`config.mk`:
```
export PLATFORM = sky130hd
export DESIGN_NAME = axis_byte_packer
export DESIGN_NICKNAME = d
export VERILOG_FILES = /design/src/rtl/axis_byte_packer.sv
export SDC_FILE = /design/constraint.sdc
export NUM_CORES = 1
export LEC_CHECK = 0
export ABC_AREA = 1
export BUFFER_PORTS_ARGS = -buffer_cell sky130_fd_sc_hd__buf_2
export CORE_MARGIN = 2
export CORE_UTILIZATION = 57
export CTS_CLUSTER_SIZE = 40
export DETAILED_ROUTE_END_ITERATION = 10
export PLACE_DENSITY = 0.8
export SYNTH_ARGS = -nofsm -noshare
export SYNTH_HDL_FRONTEND = slang
export SYNTH_SLANG_ARGS = --single-unit
export TNS_END_PERCENT = 50
```
`constraint.sdc`:
```
create_clock -name aclk -period 3.6 [get_ports aclk]
set_input_delay 1.08 -clock aclk [delete_from_list [all_inputs] [get_ports aclk]]
set_output_delay 1.08 -clock aclk [all_outputs]
set_load 0.02 [all_outputs]
```
`src/rtl/axis_byte_packer.sv`:
```
`default_nettype none
// ============================================================================
// axis_byte_packer : packs an 8-bit AXI4-Stream into DATA_BYTES-wide words,
//                    LSB first, with flush-driven partial words (TKEEP/TLAST).
// Revision 1.0
// ============================================================================
module axis_byte_packer #(
    parameter int DATA_BYTES = 4
) (
    input  logic                    aclk,
    input  logic                    aresetn,
    input  logic [7:0]              s_axis_tdata,
    input  logic                    s_axis_tvalid,
    output logic                    s_axis_tready,
    input  logic                    flush,
    output logic [8*DATA_BYTES-1:0] m_axis_tdata,
    output logic [DATA_BYTES-1:0]   m_axis_tkeep,
    output logic                    m_axis_tlast,
    output logic                    m_axis_tvalid,
    input  logic                    m_axis_tready
);

    localparam int CNT_W = (DATA_BYTES > 1) ? $clog2(DATA_BYTES) : 1;
    localparam int N_W   = CNT_W + 1;
    localparam int DW    = 8 * DATA_BYTES;
    localparam logic [CNT_W-1:0] LAST_IDX = CNT_W'(DATA_BYTES - 1);

    if ((DATA_BYTES < 2) || (DATA_BYTES > 16)) begin : g_param_check
        $error("axis_byte_packer: DATA_BYTES must be within 2..16");
    end

    logic [DW-1:0]         acc_q, acc_d;
    logic [CNT_W-1:0]      cnt_q, cnt_d;
    logic                  fp_q, fp_d;
    logic                  rdy_q;
    logic [DW-1:0]         tdata_q, tdata_d;
    logic [DATA_BYTES-1:0] tkeep_q, tkeep_d;
    logic                  tlast_q, tlast_d;
    logic                  tvalid_q, tvalid_d;

    logic                  w_accept;
    logic                  w_drain;
    logic                  w_slot_free;
    logic [DW-1:0]         w_acc_ins;
    logic [N_W-1:0]        w_n;
    logic [DATA_BYTES-1:0] w_keep_part;
    logic [DW-1:0]         w_data_part;

    // Ready depends only on registers so upstream never sees a path from flush or m_axis_tready.
    assign s_axis_tready = rdy_q & ~fp_q & ~((cnt_q == LAST_IDX) & tvalid_q);

    assign w_accept    = s_axis_tvalid & s_axis_tready;
    assign w_drain     = tvalid_q & m_axis_tready;
    assign w_slot_free = ~tvalid_q | m_axis_tready;
    assign w_n         = {1'b0, cnt_q} + N_W'(w_accept);

    always_comb begin
        w_acc_ins = acc_q;
        if (w_accept) begin
            w_acc_ins[8*cnt_q +: 8] = s_axis_tdata;
        end
        w_keep_part = '0;
        w_data_part = '0;
        for (int k = 0; k < DATA_BYTES; k++) begin
            w_keep_part[k] = (N_W'(k) < w_n);
            if (w_keep_part[k]) begin
                w_data_part[8*k +: 8] = w_acc_ins[8*k +: 8];
            end
        end
    end

    always_comb begin
        acc_d    = w_acc_ins;
        cnt_d    = cnt_q;
        fp_d     = fp_q;
        tdata_d  = tdata_q;
        tkeep_d  = tkeep_q;
        tlast_d  = tlast_q;
        tvalid_d = tvalid_q & ~w_drain;

        if (fp_q) begin
            // No byte can be accepted while pending, so w_n equals cnt_q here.
            if (w_slot_free) begin
                tdata_d  = w_data_part;
                tkeep_d  = w_keep_part;
                tlast_d  = 1'b1;
                tvalid_d = 1'b1;
                cnt_d    = '0;
                fp_d     = 1'b0;
            end
        end else if (w_accept && (cnt_q == LAST_IDX)) begin
            tdata_d  = w_acc_ins;
            tkeep_d  = '1;
            tlast_d  = flush;
            tvalid_d = 1'b1;
            cnt_d    = '0;
        end else if (flush && (w_n != '0)) begin
            if (w_slot_free) begin
                tdata_d  = w_data_part;
                tkeep_d  = w_keep_part;
                tlast_d  = 1'b1;
                tvalid_d = 1'b1;
                cnt_d    = '0;
            end else begin
                fp_d  = 1'b1;
                cnt_d = w_n[CNT_W-1:0];
            end
        end else if (w_accept) begin
            cnt_d = cnt_q + CNT_W'(1);
        end
    end

    always_ff @(posedge aclk or negedge aresetn) begin
        if (!aresetn) begin
            acc_q    <= '0;
            cnt_q    <= '0;
            fp_q     <= 1'b0;
            rdy_q    <= 1'b0;
            tdata_q  <= '0;
            tkeep_q  <= '0;
            tlast_q  <= 1'b0;
            tvalid_q <= 1'b0;
        end else begin
            acc_q    <= acc_d;
            cnt_q    <= cnt_d;
            fp_q     <= fp_d;
            rdy_q    <= 1'b1;
            tdata_q  <= tdata_d;
            tkeep_q  <= tkeep_d;
            tlast_q  <= tlast_d;
            tvalid_q <= tvalid_d;
        end
    end

    assign m_axis_tdata  = tdata_q;
    assign m_axis_tkeep  = tkeep_q;
    assign m_axis_tlast  = tlast_q;
    assign m_axis_tvalid = tvalid_q;

endmodule
`default_nettype wire

```
==> results_dict.tcl, run 1 <==
set metrics [dict create \
    cts_sinks 74 \
    slowest_delay_ns 0.47 \
    numPortBuffers 51 \
    crit_fanout 27 \
    cp.required_ns 3.88 \
    synth_top_area_share_pct 51.2 \
    fin_crit_sh_pct 80.3 \
    cp.arrival_ns 3.17 \
    critPathCaptureType "flop" \
    root_buffer "clkbuf_8" \
    start_util_pct 57.9 \
    worstSetupPathType "reg -> reg" \
    gr-total-overflow 0 \
    drive_gt1_share_pct 18.2 \
    antenna_left 0 \
    numCtsBuffers 9 \
    core_area_um2 6240 \
    reg2reg_slack_ns 0.71 \
    min_path_cells 2 \
    hold_path_startpoint "acc_q[25]" \
    r2r-end "m_axis_tdata[7]" \
    status "complete, no violations" \
    yosysSeqAreaShare_pct 51.2 \
    final_util_pct 66.0 \
    max_clock_freq_mhz 346 \
    synth.area.top_cells "dfrtp_1 (51%), nand2_1 (21%), o21ai_0 (3.7%)" \
    dp_slack_ns 0.423 \
    wire_per_inst_um 14.3 \
    yosysWarningCount 0 \
    gp_congestion 0.926 \
    antenna_cells 0 \
    setup_tns_ns 0 \
    hold_end "acc_q[25]" \
    yosys.area_share.simple_pct 33.6 \
    synthXorXnorAreaFrac_pct 0 \
    rsz0062_at_grt "no" \
    finalSetupViolCount 0 \
    holdBufCountCts 0 \
    drv_slew 0 \
    via_per_inst 5.36 \
    synth_mux_area_share_pct 0 \
    firstDrtPassIters 4 \
    synth_area_per_cell_um2 8.18 \
    syn-cell-area_um2 3610 \
    crit_slowest_cell "dfrtp_1" \
    hold_class "reg -> reg" \
    regArea_um2 1850 \
    fin_crit_ns 2.89 \
    leakagePower_nw 2.32 \
    cts_tree "yes" \
    die_y_um 83.6 \
    timing.final.ws_setup_ns 0.708 \
    hpwl_mm 5.63 \
    tightest_slew_ns 0.728 \
    final_nets 516 \
    fillers 516 \
    syn_nets 464 \
    post_cts_buffers 0 \
    grt_usage_pct 25.2 \
    area_delta_synth_final_pct 14.0 \
    vias 3085 \
    reg2reg_from "cnt_q[1]" \
    grt_max_degree 45 \
    syn_inst 442 \
    synth-compound-area-share_pct 6.02 \
    peakVddDrop_v 0.000423 \
    synth_top_family_by_area "simple AND/OR/NAND/NOR gates" \
    dieArea_um2 6990 \
    drt_wl_total_mm 8.23 \
    maxCapViolCount 0 \
    fp.dieW_um 83.6 \
    postCtsResizedCells 0 \
    fin_skew_ns 0.00678 \
    grt_pass1_vias 3034 \
    clk_path_buf_depth 2 \
    ys_ff_latch 74 \
    io_pins 52 \
    r2r_cells 14 \
    first_iter_violations 185 \
    power_density_nw_per_um2 728 \
    crit_chain "ha_1, nand2_1, nand3_2, nor2_4, ha_1, inv_1, ha_1, nor2_1, nand2_1, nand2_1, nand3_4, buf_4, nand3_1, o21ai_1" \
    h-tree-depth 3 \
    timing_hold_violations_final 0 \
    synth_cell_types 24 \
    multi_input_area_um2 1550 \
    antenna_found_initial 0 \
    grt_first_pass_wirelength_mm 14.0 \
    clkLatencyLatePin_ns 0.36 \
    hold_slack_ns 0.472 \
    post_synth_fa_ha_maj_area_fraction_pct 3.12 \
    max_slew_margin_pct 51.5 \
    synth_top_area_cell "dfrtp_1" \
    rows 29 \
    setup.worst_path.start_class "flop" \
    path_clk_slew_ns 0.08 \
    drc_errors 0 \
]
routing by layer:
layer | global-route usage (%) | vias up | share of wire, %
li1 | - | 1514 | -
met1 | 33.4 | 1440 | 44
met2 | 39.8 | 104 | 46
met3 | 4.06 | 27 | 6.3
met4 | 13.9 | 0 | 3.6
met5 | 0 | - | 0
cell type report:
class | instances | area share [%]
Clock buffer | 10 | 3.10
Clock inverter | 6 | 2.55
Inverter | 25 | 2.28
Multi-Input combinational cell | 329 | 37.5
Sequential cell | 74 | 45.0
Tap cell | 77 | 2.34
Timing Repair Buffer | 55 | 7.23
logic make-up after synthesis:
family	Yosys count
fa+ha+maj	9
flops	74
buf+inv	39
other cells	1
compound gates	39
simple gates	280
worst max-delay path: cells and delay by family (launching register included):
kind            cells  cell delay (ns)
flops               1             0.47
buf+inv             2             0.36
fa+ha+maj           3             0.73
compound gates      1             0.20
simple gates        8             1.04
synthesized netlist by cell type:
cell      count
nand2_1     200
dfrtp_1      74
nor2_1       29
o21ai_0      27
nand3_1      25
inv_1        17
nand4_1      15
ha_1          9
buf_6         7
o21ai_1       6
inv_2         5
o21ai_2       5
buf_2         4
buf_4         3
clkinv_1      3
nor2_4        3
nand3_2       2
nand3_4       2
a21oi_2       1
and3_1        1
conb_1        1
nand2_4       1
nand4_4       1
nor2_2        1
layout by cell type, fill, tap and decap left out:
| cell type | count |
|---|---|
| clkbuf_8 | 9 |
| nand3_2 | 2 |
| clkinv_1 | 3 |
| clkbuf_1 | 1 |
| nor2_4 | 3 |
| nand2_1 | 200 |
| buf_2 | 51 |
| nand4_4 | 1 |
| nand3_4 | 2 |
| nand2_4 | 1 |
| ha_1 | 9 |
| buf_12 | 1 |
| bufinv_16 | 3 |
| o21ai_1 | 6 |
| inv_1 | 17 |
| nor2_1 | 29 |
| nand4_1 | 15 |
| nand3_1 | 25 |
| o21ai_2 | 5 |
| o21ai_0 | 27 |
| conb_1 | 1 |
| and3_1 | 1 |
| buf_4 | 3 |
| dfrtp_1 | 74 |
| nor2_2 | 1 |
| clkinv_2 | 3 |
| a21oi_2 | 1 |
| inv_2 | 5 |
flip-flops by register name, summed over array words and instances (netlist names):
| name | flops |
|---|---|
| m_axis_tlast | 1 |
| m_axis_tkeep | 4 |
| fp_q | 1 |
| cnt_q | 2 |
| m_axis_tvalid | 1 |
| acc_q | 32 |
| m_axis_tdata | 32 |
| rdy_q | 1 |
per-stage QoR:
step                      power [mW]  instances  area, um^2
final                           3.00        576        4120
after global routing            3.20        576        4120
after CTS                       2.99        576        4120
after detailed placement        2.22        560        3890
after global placement          2.18        560        3890
after floorplan                 1.98        442        3610
power breakdown:
part	switching [mW]	total, mW	internal (mW)
Combinational	0.852	1.15	0.300
Clock	0.314	0.771	0.457
Sequential	0.0845	1.08	0.991
Total	1.25	3.00	1.75
worst max path at each step:
| stage | slack [ns] | end | startpoint |
|---|---|---|---|
| finish | 0.71 | m_axis_tdata[7] | cnt_q[1] |
| global route | 0.49 | m_axis_tdata[7] | cnt_q[1] |
| CTS | 0.75 | m_axis_tdata[7] | cnt_q[1] |
| detailed placement | 0.42 | m_axis_tdata[7] | s_axis_tvalid |
| global placement | 0.52 | m_axis_tdata[6] | s_axis_tvalid |
| floorplan | 0.75 | m_axis_tdata[6] | s_axis_tvalid |
(Power assumes the default switching activity.)
==> run 2, diff against run 1 <==
- CORE_UTILIZATION: 57 -> 51
- PLACE_DENSITY: 0.8 -> 0.75
- clock period: 3.6 -> 2.3 ns (I/O delays scaled with it)
==> run 2 against run 1 <==
- largest power group unchanged
- total power up 73%
- critical path depth grew 1
- clock power grew 40%
- register-to-register slack worse by 0.60 ns
- global-route usage shrank 2.3 points
==> results_dict.tcl, run 2 (synthesis results as in run 1) <==
set metrics [dict create \
    die_y_um 88.2 \
    finalSetupViolCount 0 \
    drive_gt1_share_pct 24.4 \
    fillers 582 \
    gr-total-overflow 0 \
    core_area_um2 6830 \
    gp_congestion 0.947 \
    status "complete, no violations" \
    power_density_nw_per_um2 1160 \
    area_delta_synth_final_pct 24.0 \
    drv_slew 0 \
    numPortBuffers 51 \
    grt_usage_pct 22.9 \
    first_iter_violations 199 \
    max_clock_freq_mhz 456 \
    io_pins 52 \
    post_dp_cell_area_um2 4090 \
    setup_tns_ns 0 \
    rsz0062_at_grt "no" \
    path_clk_slew_ns 0.07 \
    place_inst 591 \
    final_util_pct 65.6 \
    regArea_um2 1850 \
    final_cell_mix "nand2_1 (193), dfrtp_1 (73), buf_2 (51), nor2_1 (26), o21ai_0 (26)" \
    drt_wl_total_mm 8.60 \
    hold_slack_ns 0.334 \
    cp.arrival_ns 2.44 \
    maxCapViolCount 0 \
    grt_pass1_vias 3017 \
    timing_hold_violations_final 0 \
    leakagePower_nw 2.47 \
    final_common_cell "nand2_1" \
    wire_per_inst_um 14.0 \
    fin_area_um2 4480 \
    vias 3148 \
    drc_errors 0 \
    root_buffer "clkbuf_8" \
    crit_fanout 8 \
    multi_input_area_um2 1630 \
    h-tree-depth 3 \
    critPathCaptureType "flop" \
    firstDrtPassIters 5 \
    fin_crit_sh_pct 95.3 \
    start_util_pct 52.9 \
    via_per_inst 5.11 \
    clk_path_buf_depth 2 \
    dp_slack_ns 0.0588 \
    setup.worst_path.start_class "flop" \
    timing.final.ws_setup_ns 0.109 \
    antenna_found_initial 0 \
    grt_first_pass_wirelength_mm 13.7 \
    antenna_cells 0 \
    hold_class "in -> async" \
    p_total_mw 5.19 \
    rows 30 \
    final_cells 616 \
    cp.required_ns 2.55 \
    grt_max_degree 75 \
    final_nets 538 \
    dieArea_um2 7770 \
    peakVddDrop_v 0.000597 \
    worstSetupPathType "reg -> reg" \
    fin_crit_ns 2.19 \
    fp.dieW_um 88.2 \
    fin_skew_ns 0.00892 \
    hpwl_mm 5.65 \
    cts_sinks 74 \
    clkLatencyLatePin_ns 0.36 \
    antenna_left 0 \
    numCtsBuffers 9 \
    cts_tree "yes" \
]
## run 2: changes by cell type in the layout (fill, tap and decap cells not counted), sizes merged
cell      delta
buf         +18
clkbuf       +4
clkinv       -2
clkinvlp     +2
bufinv       -1
## run 2: metal layers
metal  track usage (%)  vias up  wire length (um)
met3              3.30       22               396
met5                 0        -                 0
met4              12.1        0               270
met2              36.4       85              4140
li1                  -     1553                 -
met1              30.6     1488              3800
## run 2: what timing repair did
item / in CTS / in global routing
setup buffers: 0 / 4
setup endpoints to repair: 0 / 39
hold buffers: 0 / 0
gates resized for setup: 0 / 9
## run 2: power breakdown
part | internal (mW) | switching, mW | total (mW)
registers | 1.55 | 0.137 | 1.69
logic | 0.900 | 1.52 | 2.42
clock network | 0.603 | 0.475 | 1.08
total | 3.06 | 2.14 | 5.19
## run 2: final timing paths
kind	startpoint	endpoint	slack (ns)	depth (start not counted)
setup / recovery	cnt_q[1]	m_axis_tdata[19]	0.11	15
setup reg to reg	cnt_q[1]	m_axis_tdata[19]	0.11	15
max in group asynchronous	aresetn	cnt_q[0]	1.60	2
hold / removal	aresetn	m_axis_tdata[8]	0.33	2
hold reg to reg	m_axis_tdata[25]	m_axis_tdata[25]	0.47	2
min in group aclk	m_axis_tdata[25]	m_axis_tdata[25]	0.47	2
## run 2: critical path: stages (launching register included)
cell and delay [ns]:
dfrtp_1 0.42, ha_4 0.18, nand2_4 0.07, nand3_4 0.07, nor2_4 0.12, ha_4 0.15, inv_2 0.05, ha_4 0.27
nor2_2 0.03, nand2_1 0.06, nand2_2 0.08, nand3_4 0.14, nand2_8 0.13, clkbuf_16 0.20, nand2_1 0.06, nand2_1 0.05
## run 2: final cells by class
type                    instances  area share (%)
inverters                      25            2.09
clock inverters                 5            1.79
clock buffers                  10            2.85
repair buffers                 77            12.9
flip-flops and latches         74            41.3
multi-input cells             329            36.4
well taps                      96            2.68
